<file path="config.mk">
export PLATFORM = sky130hd
export DESIGN_NAME = ps_window_accum
export DESIGN_NICKNAME = d
export VERILOG_FILES = /design/src/rtl/ps_window_accum.sv
export SDC_FILE = /design/constraint.sdc
export NUM_CORES = 1
export LEC_CHECK = 0
export ABC_AREA = 1
export CORE_MARGIN = 5
export CORE_UTILIZATION = 61
export DETAILED_ROUTE_END_ITERATION = 16
export PLACE_DENSITY_LB_ADDON = 0.1
export RECOVER_POWER = 25
export SYNTH_ARGS = -nofsm -noshare
export SYNTH_HDL_FRONTEND = slang
export SYNTH_SLANG_ARGS = --single-unit
</file>
<file path="constraint.sdc">
create_clock -name clk -period 4.6 [get_ports clk]
set_input_delay 0.69 -clock clk [delete_from_list [all_inputs] [get_ports clk]]
set_output_delay 0.69 -clock clk [all_outputs]
set_load 0.005 [all_outputs]
</file>
<file path="src/rtl/ps_window_accum.sv">
// ps_window_accum
//   Sums unsigned power samples over windows of WINDOW_LEN accepted samples
//   and presents one saturating window sum per window in a valid/ready output
//   register, together with a threshold-detect flag and a sticky overrun flag.
// Ports
//   clk, rst          clock (rising edge), asynchronous active-high reset
//   en                accumulate enable (low pauses the window)
//   clear             synchronous restart of the current window, clears overrun
//   din, din_valid    input power sample and qualifier
//   dout, dout_valid  window sum and its valid flag
//   dout_ready        consumer accept for dout
//   sat               window sum saturated
//   detect            window sum > THRESH
//   overrun           sticky: a window result replaced an unconsumed one
module ps_window_accum #(
  parameter int unsigned             INPUT_WIDTH  = 32,
  parameter int unsigned             OUTPUT_WIDTH = 40,
  parameter int unsigned             WINDOW_LEN   = 256,
  parameter int unsigned             CNT_WIDTH    = 8,
  parameter logic [OUTPUT_WIDTH-1:0] THRESH       = '0
) (
  input  logic                    clk,
  input  logic                    rst,
  input  logic                    en,
  input  logic                    clear,
  input  logic [INPUT_WIDTH-1:0]  din,
  input  logic                    din_valid,
  output logic [OUTPUT_WIDTH-1:0] dout,
  output logic                    dout_valid,
  input  logic                    dout_ready,
  output logic                    sat,
  output logic                    detect,
  output logic                    overrun
);

  localparam logic [CNT_WIDTH-1:0] CNT_LAST = CNT_WIDTH'(WINDOW_LEN - 1);

  logic [OUTPUT_WIDTH-1:0] acc_q, acc_d;
  logic [CNT_WIDTH-1:0]    cnt_q, cnt_d;
  logic                    acc_sat_q, acc_sat_d;
  logic [OUTPUT_WIDTH-1:0] dout_q, dout_d;
  logic                    dout_valid_q, dout_valid_d;
  logic                    sat_q, sat_d;
  logic                    detect_q, detect_d;
  logic                    overrun_q, overrun_d;

  logic                    acc_en;
  logic                    win_end;
  logic [OUTPUT_WIDTH:0]   sum_ext;
  logic                    sat_this_add;
  logic [OUTPUT_WIDTH-1:0] acc_next;

  // One extra carry bit detects overflow of the saturating add.
  always_comb begin
    acc_en       = din_valid & en & ~clear;
    win_end      = acc_en & (cnt_q == CNT_LAST);
    sum_ext      = {1'b0, acc_q} + {{(OUTPUT_WIDTH + 1 - INPUT_WIDTH){1'b0}}, din};
    sat_this_add = sum_ext[OUTPUT_WIDTH];
    acc_next     = sat_this_add ? '1 : sum_ext[OUTPUT_WIDTH-1:0];
  end

  always_comb begin
    acc_d        = acc_q;
    cnt_d        = cnt_q;
    acc_sat_d    = acc_sat_q;
    dout_d       = dout_q;
    dout_valid_d = dout_valid_q;
    sat_d        = sat_q;
    detect_d     = detect_q;
    overrun_d    = overrun_q;

    if (clear) begin
      acc_d     = '0;
      cnt_d     = '0;
      acc_sat_d = 1'b0;
      overrun_d = 1'b0;
    end else if (win_end) begin
      acc_d     = '0;
      cnt_d     = '0;
      acc_sat_d = 1'b0;
    end else if (acc_en) begin
      acc_d     = acc_next;
      cnt_d     = cnt_q + CNT_WIDTH'(1);
      acc_sat_d = acc_sat_q | sat_this_add;
    end

    // A window ending in the same cycle as a consumer accept reloads the
    // register and keeps dout_valid high; only an unaccepted result overruns.
    if (win_end) begin
      dout_d       = acc_next;
      sat_d        = acc_sat_q | sat_this_add;
      detect_d     = acc_next > THRESH;
      dout_valid_d = 1'b1;
      if (dout_valid_q & ~dout_ready) overrun_d = 1'b1;
    end else if (dout_valid_q & dout_ready) begin
      dout_valid_d = 1'b0;
    end
  end

  always_ff @(posedge clk or posedge rst) begin
    if (rst) begin
      acc_q        <= '0;
      cnt_q        <= '0;
      acc_sat_q    <= 1'b0;
      dout_q       <= '0;
      dout_valid_q <= 1'b0;
      sat_q        <= 1'b0;
      detect_q     <= 1'b0;
      overrun_q    <= 1'b0;
    end else begin
      acc_q        <= acc_d;
      cnt_q        <= cnt_d;
      acc_sat_q    <= acc_sat_d;
      dout_q       <= dout_d;
      dout_valid_q <= dout_valid_d;
      sat_q        <= sat_d;
      detect_q     <= detect_d;
      overrun_q    <= overrun_d;
    end
  end

  assign dout       = dout_q;
  assign dout_valid = dout_valid_q;
  assign sat        = sat_q;
  assign detect     = detect_q;
  assign overrun    = overrun_q;

endmodule

</file>
After elaboration in Yosys (flattened, before gate mapping)
Cells that the tools add are included.
{ "totals": {"ff_bits": 93, "in_bits": 38, "out_inout_bits": 44, "elab_cells": 37} }
{ "op_classes": {"add_sub_neg": 2, "n_lt_le_gt_ge": 1, "n_eq_ne": 1, "mux": 15, "n_bitwise": 8, "reduce_logical": 2} }
{ "ops": {"columns": ["operator", "count"], "rows": [
  ["two-way mux 40 bit", 4],
  ["adder 40 x 32 -> 41 bit", 1],
  ["> comparator 40 x 1 -> 1 bit, second input constant", 1],
  ["two-way mux 8 bit", 3],
  ["adder 8 x 1 -> 8 bit, second input constant", 1],
  ["== test 8 bit, second input constant", 1],
  ["two-way mux 1 bit", 8],
  ["bitwise AND 1 bit", 5],
  ["nonzero test 3 bit", 1],
  ["NOT 1 bit", 2],
  ["nonzero test 2 bit", 1],
  ["OR 1 bit", 1]
]} }

Logic depth before layout (Yosys ltp)
{ "depth": {"depth_word": 5, "mapped_depth": 20, "ltp_nobuf": 20} }

Least setup slack after synthesis
Ideal clock, no wire load.
{ "synth_timing": {"path_kind": "input to register", "startpoint": "in din[0]", "endpoint": "reg detect_q (netlist: detect)", "setup_ps": 113, "arrival_ps": 2573, "required_time_ps": 4487, "path_slack_ps": 1914, "cell_stages": 17, "path_buffers": 1, "cell_sequence": "ha_1 -> fa_1 -> nand3_1 -> nand2_1 -> nand2_1 -> nand2_1 -> nand4_1 -> nand3_4 -> buf_6 -> nor2_4 -> nand2_1 -> nor2_1 -> nand2_1 -> nor2_1 -> nand3_1 -> nand2_1 -> inv_1"} }
{ "synth_between": {"elab_chain_len": 3} }
{ "synth_rtl": {"columns": ["element", "line_no", "rtl"], "rows": [
  ["start, declared", "26", "input logic [INPUT_WIDTH-1:0] din,"],
  ["adder 40 x 32 -> 41 bit", "57", "sum_ext = {1'b0, acc_q} + {{(OUTPUT_WIDTH + 1 - INPUT_WIDTH){1'b0}}, din};"],
  ["two-way mux 40 bit", "59", "acc_next = sat_this_add ? '1 : sum_ext[OUTPUT_WIDTH-1:0];"],
  ["> comparator 40 x 1 -> 1 bit", "92", "detect_d = acc_next > THRESH;"],
  ["end signal, assigned", "117", "detect_q <= detect_d;"],
  ["end, declared", "44", "logic detect_q, detect_d;"]
]} }
Every way passes these cells.
A chain may end at the register's enable or synchronous reset.

==> impl_metrics.py <==
metrics = {
    "pwr": {
        "power_frac_clock_pct": 27.1,
        "p_sw_share_pct": 35.4,
        "power.switching_uw": 664,
        "comb_power_share_pct": 27.5,
        "p_leak_nw": 4.12,
        "powerDensity_nw_per_um2": 241,
        "peakVddDrop_mv": 0.192,
        "p_seq_share_pct": 45.4,
        "p_int_mw": 1.21,
    },
    "route": {
        "drcViolationCount": 0,
        "num_vias": 6759,
        "antenna_left": 0,
        "drtIter0Drc": 536,
        "drt-total-wl_um": 18200,
        "routedWlPerCell_um": 14.6,
        "vias_per_cell": 5.41,
        "drtPass1Iterations": 5,
    },
    "final_layout": {
        "syn_to_final_growth_pct": 16.2,
        "fin_cells": 1250,
        "nNetsFinal": 1177,
        "diodes": 0,
        "drive_above_1_share_pct": 4.41,
    },
    "yosys": {
        "syn_inst": 1030,
        "yosysSeqAreaShare_pct": 34.7,
        "synthArstFlopShare_pct": 100,
        "post_synth.cell_area_avg_um2": 6.50,
        "yosys.area.top_type": "dfrtp_1",
        "yosys_register_bits": 93,
        "synth_common_cells": "nand2_1, inv_1, dfrtp_1",
        "synth_warnings": 0,
        "synth-edff-count": 0,
        "synth_top_cell_area_share_pct": 34.7,
        "yosysMostFrequentCell": "nand2_1",
        "netlist_area_um2": 6700,
        "synth_flop_cell": "dfrtp_1",
        "synth_cell_types": 37,
        "synth_area_leaders": "dfrtp_1, nand2_1, inv_1, ha_1, nor2_1",
        "syn_nets": 1102,
    },
    "clock_tree": {
        "insertion_delay_ns": 0.39,
        "htreeDepth": 3,
        "cts_sinks": 93,
        "cts_setup_buffers": 0,
        "cts_tree": "built",
        "clockRootBuffer": "clkbuf_8",
        "hold_buffers": 0,
        "cts_buffer_depth": 2,
        "clkSlewWorstSetupHoldPaths_ns": 0.09,
        "cts-resized-gates": 0,
        "cts_buffers": 9,
    },
    "grt": {
        "grt_pass1_vias": 6449,
        "grt_pass1_wl_um": 30600,
        "grt_util_all_layers_pct": 28.9,
        "antenna_found_initial": 0,
        "grt_max_degree": 84,
        "grt_overflow": 0,
    },
    "timing": {
        "fmax_ghz": 0.308,
        "skew_ns": 0.0207,
        "slew_violations": 79,
        "fin_crit_ns": 3.24,
        "worst_slew_pin_slew_ns": 2.85,
        "worst_hold_slack_ns": 0.489,
        "rsz0062_at_grt": "false",
        "final_hold_viol_count": 0,
        "relSlewSlack_pct": -90.1,
        "period_share_pct": 70.5,
        "finalSetupViolCount": 0,
        "tns_ns": 0,
    },
    "setup_path": {
        "slowest_delay_ns": 2.00,
        "startpoint_type": "input pin",
        "end_kind": "asynchronous set/reset pin",
        "cp_max_fo": 78,
        "slowest_stage": "inv_1",
        "ff2ff_setup_slack_ns": 1.73,
        "critPathArrivalTime_ns": 3.12,
        "worst-path-buf-inv": 2,
        "cp_data_required_time_ns": 4.48,
        "worstSetupPathType": "input pin to asynchronous set/reset pin",
        "crit_family": "buffers and inverters",
        "path_cells": "clkdlybuf4s50_1 > inv_1",
        "ff2ff_path_depth": 16,
        "r2r-start": "acc_q[0]",
        "regToRegEndpoint": "detect",
    },
    "placement": {
        "gp_congestion": 0.982,
        "dp_hpwl_um": 14400,
        "io_buffer_count": 81,
        "placed_cells": 1234,
    },
    "worst_hold_path": {
        "hold_end": "dout[16]",
        "worstHoldStart": "dout[16]",
        "hold_class": "flip-flop to flip-flop",
        "whs_path_depth": 2,
    },
    "floorplanning": {
        "row_count": 38,
        "chipHeight_um": 115,
        "start_util_pct": 62.1,
        "io_pins": 82,
        "core_area_um2": 10800,
        "die_w_um": 115,
        "dieArea_um2": 13200,
    },
    "outcome": {
        "outcome": "finished with violations",
        "violations": "max-capacitance violations, max-slew violations",
    },
    "run": {
        "cap_violations": 1,
    },
}
[worst max-delay path by stage]
stage | start | endpoint | slack (ns) | cells after the start
floorplan | rst | acc_q[0] | 1.49 | 1
global route | rst | acc_q[2] | 0.65 | 2
CTS | din[0] | detect | 1.40 | 17
detailed placement | din[0] | detect | 0.98 | 17
finish | rst | cnt_q[5] | 1.36 | 2
global placement | din[0] | detect | 1.06 | 17
[per-layer routing]
metal	global-route usage [%]	wire length, µm
met1	40.9	8480
met2	46.2	8350
met3	3.84	1090
met4	9.39	287
met5	0	0
[cell type report]
type | count | area (µm²)
multi-input combinational | 728 | 3560
sequential | 93 | 2330
timing repair buffer | 85 | 841
clock buffer | 10 | 128
tap | 140 | 175
fill | 956 | 3010
inverter | 188 | 706
clock inverter | 6 | 43.8
[kinds of logic after synthesis]
family / share of synthesized area, %
XOR/XNOR: 0.523
adder cells (fa/ha/maj): 6.46
flip-flops: 34.7
AND/OR/NAND/NOR: 34.2
AO/OA/AOI/OAI: 12.0
buffers and inverters: 12.1
[flip-flops by register name (all words and copies together) (netlist names)]
signal,cells
acc_q,40
dout,40
cnt_q,8
acc_sat_q,1
detect,1
dout_valid,1
overrun,1
sat,1
[layout by cell type (no fill, tap or decap), drive strengths merged, types with 4 or more instances in the layout]
cell and count:
clkdlybuf4s50 81, buf 4, dfrtp 93, nand4 14, o22ai 42, a21oi 40, ha 33, nand3b 5
nand2 342, inv 189, nor2 101, nor3 14, clkbuf 10, o21ai 55, clkinv 4, nand3 64
[power groups by stage]
stage	clock network, mW	registers (mW)	logic (mW)
final	0.509	0.853	0.516
after CTS	0.518	0.853	0.508
after detailed placement	0	0.869	0.505
after global routing	0.555	0.857	0.577
after global placement	0	0.868	0.503
after floorplan	0	0.864	0.359
[per-stage QoR]
stage	total power, mW	util (%)	setup WS [ns]	area [µm²]
4_1_cts	1.88	72.1	1.40	7790
3_5_place_dp	1.37	70.6	0.984	7610
6_report	1.88	72.1	1.36	7780
5_1_grt	1.99	72.1	0.646	7780
2_1_floorplan	1.22	-	1.49	6700
3_3_place_gp	1.37	70.6	1.06	7610
No activity file was read; power rests on OpenSTA's default activity.
